## src/rtl/ip_pkg.sv

```systemverilog
// ============================================================================
//  Module : ip_pkg
//  Brief  : Shared types for the instruction-pointer unit and checkpoint stack.
//  Rev    : 1.0  initial release
// ============================================================================
`default_nettype none

package ip_pkg;

    localparam int IP_ADDR_W = 16;

    typedef enum logic [2:0] {
        IP_SRC_WR   = 3'd0,
        IP_SRC_POP  = 3'd1,
        IP_SRC_RB   = 3'd2,
        IP_SRC_BR   = 3'd3,
        IP_SRC_INC  = 3'd4,
        IP_SRC_HOLD = 3'd5
    } ip_src_e;

    typedef struct packed {
        logic [IP_ADDR_W-1:0] val;
        logic [IP_ADDR_W-1:0] start_val;
    } ckpt_entry_t;

endpackage

`default_nettype wire

```

## src/rtl/ip_ckpt_stack.sv

```systemverilog
// ============================================================================
//  Module : ip_ckpt_stack
//  Brief  : LIFO of IP checkpoints with push, pop, swap, full/empty, error strobe.
//  Rev    : 1.0  initial release
// ============================================================================
`default_nettype none

module ip_ckpt_stack
    import ip_pkg::*;
#(
    parameter int DEPTH  = 4,
    parameter int DATA_W = $bits(ckpt_entry_t)
) (
    input  logic              clk,
    input  logic              reset,
    input  logic              push,
    input  logic              pop,
    input  logic [DATA_W-1:0] wr_data,
    output logic [DATA_W-1:0] rd_data,
    output logic              full,
    output logic              empty,
    output logic              err
);

    localparam int PTR_W = $clog2(DEPTH + 1);
    localparam int IDX_W = (DEPTH > 1) ? $clog2(DEPTH) : 1;
    localparam int SLOTS = 1 << IDX_W;

    logic [PTR_W-1:0]  ptr_q, ptr_d;
    logic [DATA_W-1:0] mem_q [SLOTS];
    logic [DATA_W-1:0] mem_d [SLOTS];
    logic [IDX_W-1:0]  w_top_idx;
    logic [IDX_W-1:0]  w_push_idx;

    assign empty      = (ptr_q == '0);
    assign full       = (ptr_q == PTR_W'(DEPTH));
    assign w_top_idx  = IDX_W'(ptr_q - 1'b1);
    assign w_push_idx = IDX_W'(ptr_q);
    assign rd_data    = mem_q[w_top_idx];

    // A simultaneous push+pop is a swap: the caller consumes the top and the
    // same slot takes the outgoing context, so occupancy is unchanged.
    always_comb begin
        mem_d = mem_q;
        ptr_d = ptr_q;
        err   = 1'b0;
        if (push && pop) begin
            if (empty) err = 1'b1;
            else       mem_d[w_top_idx] = wr_data;
        end else if (push) begin
            if (full) begin
                err = 1'b1;
            end else begin
                mem_d[w_push_idx] = wr_data;
                ptr_d             = ptr_q + 1'b1;
            end
        end else if (pop) begin
            if (empty) err = 1'b1;
            else       ptr_d = ptr_q - 1'b1;
        end
    end

    always_ff @(posedge clk) begin
        if (!reset) begin
            ptr_q <= '0;
            for (int i = 0; i < SLOTS; i++) mem_q[i] <= '0;
        end else begin
            ptr_q <= ptr_d;
            mem_q <= mem_d;
        end
    end

endmodule

`default_nettype wire

```

## src/rtl/ip_ckpt_unit.sv

```systemverilog
// ============================================================================
//  Module : ip_ckpt_unit
//  Brief  : Instruction-pointer unit with rollback and checkpoint stack.
//           Optional instruction-start history ring enabled by IP_HISTORY_EN.
//  Rev    : 1.0  initial release
// ============================================================================
`default_nettype none

module ip_ckpt_unit
    import ip_pkg::*;
#(
    parameter int ADDR_W     = 16,
    parameter int INC_W      = 4,
    parameter int DISP_W     = 16,
    parameter int CKPT_DEPTH = 4,
    parameter int HIST_DEPTH = 8
) (
    input  logic                          clk,
    input  logic                          reset,
    input  logic                          start_instruction,
    input  logic                          next_instruction,
    input  logic                          rollback,
    input  logic [INC_W-1:0]              inc,
    input  logic                          branch_en,
    input  logic [DISP_W-1:0]             disp,
    input  logic                          wr_en,
    input  logic [ADDR_W-1:0]             wr_val,
    input  logic                          ckpt_push,
    input  logic                          ckpt_pop,
    input  logic [$clog2(HIST_DEPTH)-1:0] hist_idx,
    output logic [ADDR_W-1:0]             val,
    output logic [ADDR_W-1:0]             start_val,
    output logic                          ckpt_full,
    output logic                          ckpt_empty,
    output logic                          ckpt_err,
    output logic                          wrapped,
    output logic [ADDR_W-1:0]             hist_val
);

    localparam int HIST_IW = $clog2(HIST_DEPTH);

    logic [ADDR_W-1:0]   val_q, val_d;
    logic [ADDR_W-1:0]   start_val_q, start_val_d;
    logic                ckpt_err_q, ckpt_err_d;
    logic                wrapped_q, wrapped_d;
    ip_src_e             w_src;
    logic                w_pop_ok;
    logic                w_stk_err;
    logic [2*ADDR_W-1:0] w_stk_rd;
    logic [ADDR_W-1:0]   w_top_val, w_top_sv;
    logic [ADDR_W-1:0]   w_disp_ext;
    logic [ADDR_W:0]     w_inc_sum;
    logic [ADDR_W+1:0]   w_br_sum;
    logic                w_br_out;

    if (DISP_W >= ADDR_W) begin : g_disp_trunc
        assign w_disp_ext = disp[ADDR_W-1:0];
    end else begin : g_disp_sext
        assign w_disp_ext = {{(ADDR_W-DISP_W){disp[DISP_W-1]}}, disp};
    end

    // Two guard bits: 01 = carried past the top, 11 = borrowed below zero.
    assign w_inc_sum = {1'b0, val_q} + (ADDR_W+1)'(inc);
    assign w_br_sum  = {2'b00, val_q} + {{2{w_disp_ext[ADDR_W-1]}}, w_disp_ext};
    assign w_br_out  = (w_br_sum[ADDR_W+1:ADDR_W] != 2'b00);

    ip_ckpt_stack #(
        .DEPTH  (CKPT_DEPTH),
        .DATA_W (2*ADDR_W)
    ) u_stack (
        .clk     (clk),
        .reset   (reset),
        .push    (ckpt_push),
        .pop     (ckpt_pop),
        .wr_data ({val_q, start_val_q}),
        .rd_data (w_stk_rd),
        .full    (ckpt_full),
        .empty   (ckpt_empty),
        .err     (w_stk_err)
    );

    assign {w_top_val, w_top_sv} = w_stk_rd;
    assign w_pop_ok = ckpt_pop && !ckpt_empty;

    always_comb begin
        w_src = IP_SRC_HOLD;
        if (wr_en)                  w_src = IP_SRC_WR;
        else if (w_pop_ok)          w_src = IP_SRC_POP;
        else if (rollback)          w_src = IP_SRC_RB;
        else if (branch_en)         w_src = IP_SRC_BR;
        else if (start_instruction) w_src = IP_SRC_INC;
    end

    always_comb begin
        val_d     = val_q;
        wrapped_d = 1'b0;
        case (w_src)
            IP_SRC_WR:  val_d = wr_val;
            IP_SRC_POP: val_d = w_top_val;
            IP_SRC_RB:  val_d = start_val_q;
            IP_SRC_BR: begin
                val_d     = w_br_sum[ADDR_W-1:0];
                wrapped_d = w_br_out;
            end
            IP_SRC_INC: begin
                val_d     = w_inc_sum[ADDR_W-1:0];
                wrapped_d = w_inc_sum[ADDR_W];
            end
            default:    val_d = val_q;
        endcase

        // A restored checkpoint carries its own start address and wins.
        start_val_d = start_val_q;
        if (w_pop_ok)                start_val_d = w_top_sv;
        else if (next_instruction)   start_val_d = val_d;
        else if (w_src == IP_SRC_INC) start_val_d = val_q;

        ckpt_err_d = ckpt_err_q | w_stk_err;
    end

    always_ff @(posedge clk) begin
        if (!reset) begin
            val_q       <= '0;
            start_val_q <= '0;
            ckpt_err_q  <= 1'b0;
            wrapped_q   <= 1'b0;
        end else begin
            val_q       <= val_d;
            start_val_q <= start_val_d;
            ckpt_err_q  <= ckpt_err_d;
            wrapped_q   <= wrapped_d;
        end
    end

    assign val       = val_q;
    assign start_val = start_val_q;
    assign ckpt_err  = ckpt_err_q;
    assign wrapped   = wrapped_q;

`ifdef IP_HISTORY_EN
    logic [ADDR_W-1:0]  hist_q [HIST_DEPTH];
    logic [ADDR_W-1:0]  hist_d [HIST_DEPTH];
    logic [HIST_IW-1:0] hist_wp_q, hist_wp_d;

    always_comb begin
        hist_d    = hist_q;
        hist_wp_d = hist_wp_q;
        if (w_src == IP_SRC_INC) begin
            hist_d[hist_wp_q] = val_q;
            hist_wp_d         = hist_wp_q + 1'b1;
        end
    end

    always_ff @(posedge clk) begin
        if (!reset) begin
            hist_wp_q <= '0;
            for (int i = 0; i < HIST_DEPTH; i++) hist_q[i] <= '0;
        end else begin
            hist_wp_q <= hist_wp_d;
            hist_q    <= hist_d;
        end
    end

    // The write pointer sits one past the newest entry; ring depth is 2**n.
    assign hist_val = hist_q[HIST_IW'(hist_wp_q - 1'b1 - hist_idx)];
`else
    logic w_unused_hist;
    assign w_unused_hist = ^hist_idx;
    assign hist_val      = '0;
`endif

endmodule

`default_nettype wire
```

## config.mk

```make
export PLATFORM = sky130hd
export DESIGN_NAME = ip_ckpt_unit
export DESIGN_NICKNAME = d
export VERILOG_FILES = /design/src/rtl/ip_pkg.sv /design/src/rtl/ip_ckpt_stack.sv /design/src/rtl/ip_ckpt_unit.sv
export SDC_FILE = /design/constraint.sdc
export NUM_CORES = 1
export LEC_CHECK = 0
export ABC_AREA = 1
export CAP_MARGIN = 20
export CORE_ASPECT_RATIO = 0.9
export CORE_MARGIN = 2
export CORE_UTILIZATION = 30
export CTS_CLUSTER_SIZE = 14
export DETAILED_ROUTE_END_ITERATION = 6
export SLEW_MARGIN = 20
export SYNTH_ARGS = -nofsm -noshare
export SYNTH_HDL_FRONTEND = slang
export SYNTH_SLANG_ARGS = --single-unit
```

## constraint.sdc

```tcl
create_clock -name clk -period 4.6 [get_ports clk]
set_clock_uncertainty 0.1 [all_clocks]
set_input_delay 1.15 -clock clk [delete_from_list [all_inputs] [get_ports clk]]
set_output_delay 1.15 -clock clk [all_outputs]
set_load 0.005 [all_outputs]
```

==> impl_metrics.json, run 1 <==
{
  "outcome": "finished, final reports clean",
  "die_y_um": 169,
  "finalMaxSlewViolations": 0,
  "yosys.area_share.simple": 0.258,
  "finalCritPeriodShare": 0.797,
  "fin_tns_setup_ps": 0,
  "wl_per_cell_um": 16.3,
  "worstPathArrival_ps": 2420,
  "synth_top_family_by_area": "simple AND/OR/NAND/NOR gates",
  "drt_iter0_markers": 982,
  "fin_nets": 1468,
  "reg2reg_depth": 12,
  "worstSkewPairLatency_ps": 440,
  "ys_types": 43,
  "start_kind": "flip-flop",
  "dr.pass1.iters": 6,
  "gr-total-overflow": 0,
  "ctsResizeCount": 0,
  "rsz0062_at_grt": "false",
  "path_class": "reg -> out",
  "place_inst": 1774,
  "clock_sinks": 165,
  "netlist.area_leader.share": 0.365,
  "ys_seq_elements": 165,
  "antenna_found_initial": 0,
  "finalSetupViolations": 0,
  "clk_pin_slew_ps": 70,
  "hpwlAfterDp_mm": 20.5,
  "n_antenna_cell": 0,
  "via_count": 9127,
  "critPathCaptureType": "output port",
  "crit_family": "flip-flops",
  "powerDensity_mw_per_mm2": 433,
  "layout-drive-gt1-share": 0.0513,
  "path_buf_inv": 3,
  "yosys.area_share.xor_xnor": 0.00290,
  "num_io_pins": 100,
  "worstMarginPinSlew_ps": 1070,
  "cpPeakStageDelay_ps": 820,
  "grt_pass1_vias": 8400,
  "period_needed_ps": 3670,
  "timing.slew.headroom": 0.284,
  "synth_area_per_cell_um2": 6.68,
  "numCtsBuffers": 17,
  "hold_buffers": 0,
  "final_common_cell": "nand2_1",
  "gp_congestion": 0.919,
  "port_buffers": 80,
  "critical_path_required_ps": 3350,
  "peakVddDrop_mv": 0.212,
  "grt_max_degree": 77,
  "drc_errors": 0,
  "leakage_nw": 4.51,
  "yosysTopAreaCell": "dfxtp_1",
  "syn_inst": 1356,
  "critical_path_depth": 5,
  "ys_seq_area_frac": 0.365,
  "total_power_mw": 4.65,
  "fp.coreArea_mm2": 0.0298,
  "fmax_mhz": 273,
  "area_growth_pct": 18.5,
  "start_util": 0.304,
  "wl_mm": 29.5,
  "grt_pass1_wl_mm": 47.0,
  "cts_max_level": 4,
  "fp.dieW_um": 187,
  "vias_per_cell": 5.05,
  "synth_area_mm2": 0.00905,
  "hold_viol": 0,
  "stdcell_count": 1806,
  "cp_max_fo": 38,
  "rows": 60,
  "antenna_left": 0,
  "synthMuxAreaShare": 0.00221,
  "synth-adder-area-share": 0.0431,
  "clockBufferDepth": 2,
  "layout_common_cells": "269 x nand2_1, 165 x a21oi_1, 164 x dfxtp_1",
  "slowest_stage": "dfxtp_2",
  "yosys_warnings": 0,
  "grtUsageTotal": 0.188,
  "synthTopCellsByArea": "dfxtp_1 36%, nand2_1 11%, a21oi_1 9.1%",
  "drv_cap": 0,
  "hold_class": "reg -> reg",
  "cts_tree": "done",
  "cp_cell_sequence": "clkinv_1 -> ha_1 -> nand2_1 -> inv_1 -> clkdlybuf4s50_1",
  "hold_path_depth": 2,
  "root_buffer": "clkbuf_16",
  "post-cts-setup-buffers": 0,
  "synth_compound_area_frac": 0.227,
  "die-area_mm2": 0.0316
}
==> cell families (layout without fill, tap and decap cells) <==
logic type	count (synthesis)	in the layout
xor+xnor	3	3
compound gates	394	394
simple gates	551	551
buf+inv	210	242
fa+ha+maj	30	30
other cells	1	16
mux	2	2
flops	165	165
==> metrics by stage <==
| step | area, µm² | utilization | worst slack [ps] | hold slack (ps) |
|---|---|---|---|---|
| 6_report | 10700 | 0.360 | 933 | 356 |
| 5_1_grt | 10700 | 0.360 | 704 | 383 |
| 4_1_cts | 10700 | 0.360 | 894 | 360 |
| 3_5_place_dp | 10100 | 0.339 | 887 | 349 |
| 3_3_place_gp | 10100 | 0.339 | 875 | 343 |
| 2_1_floorplan | 9110 | - | 1750 | 324 |
==> power by group <==
part | switching [mW] | internal, mW
combinational | 0.865 | 0.483
clock | 0.678 | 0.840
sequential | 0.177 | 1.60
total | 1.72 | 2.93
==> final cells by class <==
class | count | area (µm²)
clock buffer | 17 | 425
tap | 403 | 504
inverter | 119 | 447
multi-input combinational | 996 | 4910
sequential | 165 | 3300
clock inverter | 15 | 209
fill | 3172 | 19100
timing repair buffer | 91 | 931
==> worst register-to-register path: cells and delay by family, from the launching register on <==
kind	cells	cell delay [ps]
adders and majority gates	1	350
and+or+nand+nor	8	1060
buffers and inverters	2	1030
DFF	1	820
AOI/OAI and AO/OA	1	110
==> per-layer routing <==
| metal | global-route usage | vias to the layer above | share of wire |
|---|---|---|---|
| met4 | 0.0514 | 0 | 0.017 |
| met3 | 0.0371 | 39 | 0.064 |
| met2 | 0.297 | 315 | 0.45 |
| met1 | 0.260 | 4185 | 0.47 |
| li1 | - | 4588 | - |
| met5 | 0 | - | 0 |
==> sequential cells by signal, summed over array words and instances, names as in the netlist <==
register       count
u_stack.mem_q    128
start_val         16
val               16
u_stack.ptr_q      3
ckpt_err           1
wrapped            1
==> synthesized netlist by cell type (all sizes together) <==
master / number
nand2: 274
o21ai: 184
a21oi: 165
dfxtp: 165
nor2: 132
nand3: 118
inv: 117
buf: 59
clkbuf: 32
ha: 28
o22ai: 26
nand4: 10
nor3: 10
o211ai: 6
nand3b: 5
a31oi: 4
a211oi: 3
xor2: 3
clkinv: 2
fa: 2
mux2i: 2
a21boi: 1
a21o: 1
a221oi: 1
a22oi: 1
and3: 1
conb: 1
o21bai: 1
o31ai: 1
or2: 1
==> worst paths after layout <==
check,from,endpoint,slack (ps)
setup / recovery,u_stack.ptr_q[0],ckpt_full,930
hold / removal,u_stack.mem_q[97],u_stack.mem_q[97],360
setup reg to reg,u_stack.ptr_q[0],start_val[8],1030
hold reg to reg,u_stack.mem_q[97],u_stack.mem_q[97],360
(Power assumes the default switching activity.)
==> run 2, diff against run 1 <==
Clock period 4.6 ns to 3.3 ns, I/O delays scaled along.
==> impl_metrics.json, run 2 (synthesized netlist as in run 1, its figures left out) <==
{
  "via_count": 9233,
  "fmax_mhz": 354,
  "whs_ps": 351,
  "worstPathArrival_ps": 1900,
  "n_antenna_cell": 0,
  "port_buffers": 80,
  "cp-startpoint": "u_stack.ptr_q[1]",
  "placed_area_mm2": 0.0103,
  "largest-register": "u_stack.mem_q",
  "grt_pass1_vias": 8282,
  "period_needed_ps": 2830,
  "powerDensity_mw_per_mm2": 599,
  "final_area_mm2": 0.0109,
  "clockBufferDepth": 2,
  "fp.coreArea_mm2": 0.0298,
  "grt_max_degree": 140,
  "path_class": "reg -> out",
  "clock_sinks": 165,
  "die-area_mm2": 0.0316,
  "numCtsBuffers": 17,
  "final_common_cell": "nand2_1",
  "fin_util": 0.366,
  "seqCellArea_mm2": 0.00330,
  "wl_per_cell_um": 16.4,
  "post-cts-setup-buffers": 0,
  "grtUsageTotal": 0.188,
  "critical_path_required_ps": 2370,
  "drt_iter0_markers": 914,
  "cts_max_level": 4,
  "rsz0062_at_grt": "false",
  "finalSetupViolations": 0,
  "power.switching_mw": 2.47,
  "drc_errors": 0,
  "hold_class": "reg -> reg",
  "start_util": 0.304,
  "rr_startpoint": "val[0]",
  "dr.pass1.iters": 5,
  "cp_max_fo": 5,
  "layout_common_cells": "269 x nand2_1, 165 x a21oi_1, 164 x dfxtp_1",
  "outcome": "finished, final reports clean",
  "die_y_um": 169,
  "cts_tree": "done",
  "finalMaxSlewViolations": 0,
  "clkPwrFrac": 0.322,
  "pwr-share-comb": 0.305,
  "root_buffer": "clkbuf_16",
  "netSwitchingFraction": 0.378,
  "rows": 60,
  "hold_viol": 0,
  "clk_pin_slew_ps": 70,
  "largest_reg_flops": 128,
  "antenna_left": 0,
  "grt_pass1_wl_mm": 46.9,
  "hpwlAfterDp_mm": 21.2,
  "pwr-share-seq": 0.373,
  "critPathCaptureType": "output port",
  "leakage_nw": 4.63,
  "finalCritPeriodShare": 0.857,
  "fin_nets": 1492,
  "start_kind": "flip-flop",
  "gr-total-overflow": 0,
  "nFillCells": 3140,
  "fp.dieW_um": 187,
  "drv_cap": 0,
  "antenna_found_initial": 0,
  "num_io_pins": 100,
  "hold_buffers": 0,
  "worstMarginPinSlew_ps": 821,
  "total_power_mw": 6.54,
  "wl_mm": 29.9,
  "fin_tns_setup_ps": 0,
  "area_growth_pct": 20.6,
  "gp_congestion": 0.898,
  "worstSkewPairLatency_ps": 440,
  "peakVddDrop_mv": 0.382,
  "timing.slew.headroom": 0.453,
  "layout-drive-gt1-share": 0.0673,
  "min_from": "u_stack.mem_q[32]",
  "vias_per_cell": 5.05,
  "power.internal_mw": 4.07,
  "multi_input_area_mm2": 0.00491,
  "ctsResizeCount": 0
}
-- run 2: per-layer routing --
metal  GRT usage  vias to the layer above  share of wire
li1            -                     4630              -
met1       0.262                     4229           0.47
met2       0.291                      331           0.44
met3      0.0330                       43          0.066
met4      0.0718                        0          0.026
met5           0                        -              0
-- run 2: final cells by class --
| type | instances | area share |
|---|---|---|
| clock buffers | 17 | 0.0390 |
| clock inverters | 15 | 0.0186 |
| inverters | 119 | 0.0409 |
| multi-input cells | 996 | 0.450 |
| flip-flops and latches | 165 | 0.303 |
| well taps | 403 | 0.0462 |
| repair buffers | 115 | 0.103 |
-- run 2: worst paths after layout --
kind | slack, ps | to | cells past startpoint
worst max-delay path | 470 | ckpt_full | 5
worst min register to register | 350 | u_stack.mem_q[32] | 2
worst max register to register | 760 | start_val[8] | 14
worst min-delay path | 350 | u_stack.mem_q[32] | 2
-- run 2: power by group through the flow --
stage,clock [mW],combinational (mW),sequential (mW)
6_report,2.10,1.99,2.44
5_1_grt,2.21,2.23,2.46
4_1_cts,2.13,1.98,2.44
3_5_place_dp,0,1.98,2.48
3_3_place_gp,0,1.96,2.48
2_1_floorplan,0,1.29,2.41
-- run 2: worst max-delay path, stage by stage, from the launching register on --
cell and delay [ps]:
dfxtp_1 360, inv_1 140, ha_1 250, nand2_1 110, inv_1 100, clkdlybuf4s50_1 510
-- run 2: metrics by stage --
stage / setup WS, ps / std cells
2_1_floorplan: 749 / 1371
3_3_place_gp: 68.2 / 1798
3_5_place_dp: 87.1 / 1798
4_1_cts: 434 / 1830
5_1_grt: 304 / 1830
6_report: 472 / 1830
==> run 3, diff against run 2 <==
Settings changed: CORE_MARGIN 2 to 1, CORE_UTILIZATION 30 to 52, PLACE_DENSITY from default to 0.77.
==> impl_metrics.json, run 3 (synthesized netlist as in run 1, its figures left out) <==
{
  "numCtsBuffers": 17,
  "critPathCaptureType": "output port",
  "path_class": "reg -> out",
  "clock_sinks": 165,
  "placed_area_mm2": 0.0100,
  "worstPathArrival_ps": 1910,
  "antenna_left": 0,
  "gr-total-overflow": 0,
  "fin_tns_setup_ps": 0,
  "power.switching_mw": 2.39,
  "n_antenna_cell": 0,
  "rows": 45,
  "finalSetupViolations": 0,
  "nFillCells": 1553,
  "drt_iter0_markers": 882,
  "die_y_um": 127,
  "antenna_found_initial": 0,
  "num_io_pins": 100,
  "start_util": 0.534,
  "grtUsageTotal": 0.313,
  "cp_cell_sequence": "inv_1 -> ha_1 -> nand2_1 -> inv_1 -> clkdlybuf4s50_1",
  "hold_path_depth": 2,
  "whs_ps": 359,
  "hold_viol": 0,
  "grt_pass1_vias": 8339,
  "area_growth_pct": 17.1,
  "dr.pass1.iters": 6,
  "cts_max_level": 4,
  "clk_pin_slew_ps": 70,
  "powerDensity_mw_per_mm2": 598,
  "power.internal_mw": 3.95,
  "total_power_mw": 6.34,
  "wl_per_cell_um": 16.8,
  "wl_mm": 27.8,
  "fin_nets": 1484,
  "rsz0062_at_grt": "false",
  "place_inst": 1622,
  "cpMostUsedCell": "inv_1",
  "fp.coreArea_mm2": 0.0169,
  "fin_util": 0.625,
  "ctsResizeCount": 0,
  "finalMaxSlewViolations": 0,
  "critical_path_depth": 5,
  "fp.dieW_um": 141,
  "layout-drive-gt1-share": 0.0620,
  "critical_path_required_ps": 2370,
  "via_count": 9366,
  "peakVddDrop_mv": 0.417,
  "cpPeakStageDelay_ps": 500,
  "finalCritPeriodShare": 0.859,
  "hpwlAfterDp_mm": 19.1,
  "hold_class": "reg -> reg",
  "path_buf_inv": 3,
  "crit_family": "buffers and inverters",
  "stdcell_count": 1654,
  "clockBufferDepth": 2,
  "largest_reg_flops": 128,
  "largest-register": "u_stack.mem_q",
  "worstSkewPairLatency_ps": 440,
  "grt_pass1_wl_mm": 43.9,
  "netSwitchingFraction": 0.377,
  "cts_tree": "done",
  "clkPwrFrac": 0.308,
  "final_common_cell": "nand2_1",
  "gp_congestion": 0.974,
  "die-area_mm2": 0.0179,
  "layout_common_cells": "269 x nand2_1, 165 x a21oi_1, 164 x dfxtp_1",
  "slowest_stage": "clkdlybuf4s50_1",
  "vias_per_cell": 5.66,
  "final_area_mm2": 0.0106,
  "outcome": "finished, final reports clean",
  "pwr-share-seq": 0.384,
  "cp_max_fo": 5,
  "hold_buffers": 0,
  "port_buffers": 80,
  "leakage_nw": 4.57,
  "worstMarginPinSlew_ps": 812,
  "worst_slack_ps": 465,
  "period_needed_ps": 2840,
  "pwr-share-comb": 0.308,
  "timing.slew.headroom": 0.459,
  "root_buffer": "clkbuf_16",
  "reg2reg_depth": 13,
  "post-cts-setup-buffers": 0,
  "grt_max_degree": 140,
  "start_kind": "flip-flop",
  "drc_errors": 0,
  "place_ws_ps": 103,
  "fmax_mhz": 353,
  "drv_cap": 0
}
## run 3: cell types whose count changed in the layout (fill, tap and decap cells not counted)
| cell | before | now |
|---|---|---|
| clkinv_4 | 1 | 2 |
| inv_8 | 5 | 4 |
| inv_6 | 3 | 6 |
| buf_4 | 31 | 23 |
| clkinv_8 | 5 | 2 |
| clkinv_2 | 0 | 1 |
| bufinv_16 | 1 | 0 |
## run 3: cell type report
type / count / area (µm²) / area share
clock inverters: 15 / 153 / 0.0144
flip-flops and latches: 165 / 3300 / 0.312
well taps: 235 / 294 / 0.0277
inverters: 119 / 447 / 0.0421
repair buffers: 107 / 1060 / 0.100
multi-input cells: 996 / 4910 / 0.464
clock buffers: 17 / 425 / 0.0401
## run 3: tightest hold or removal path, stage by stage, from the launching register on
cell	delay, ps
dfxtp_1	300
inv_1	60
a21oi_1	50
## run 3: path summary, 6_finish.rpt
kind | from | to | slack (ps)
min reg2reg | u_stack.mem_q[34] | u_stack.mem_q[34] | 360
max reg2reg | u_stack.ptr_q[1] | start_val[12] | 650
max | u_stack.ptr_q[1] | ckpt_full | 460
min | u_stack.mem_q[34] | u_stack.mem_q[34] | 360
## run 3: metal layers
layer	wire (µm)	vias to the layer above	track usage
li1	-	4620	-
met1	12300	4227	0.429
met2	12400	474	0.483
met3	2550	45	0.0641
met4	624	0	0.125
met5	0	-	0
## run 3: power groups by stage
| stage | clock network (mW) | registers, mW | logic [mW] |
|---|---|---|---|
| after floorplan | 0 | 2.41 | 1.29 |
| after global placement | 0 | 2.46 | 1.88 |
| after detailed placement | 0 | 2.47 | 1.90 |
| after CTS | 1.96 | 2.43 | 1.92 |
| after global routing | 2.05 | 2.46 | 2.16 |
| final | 1.95 | 2.44 | 1.95 |
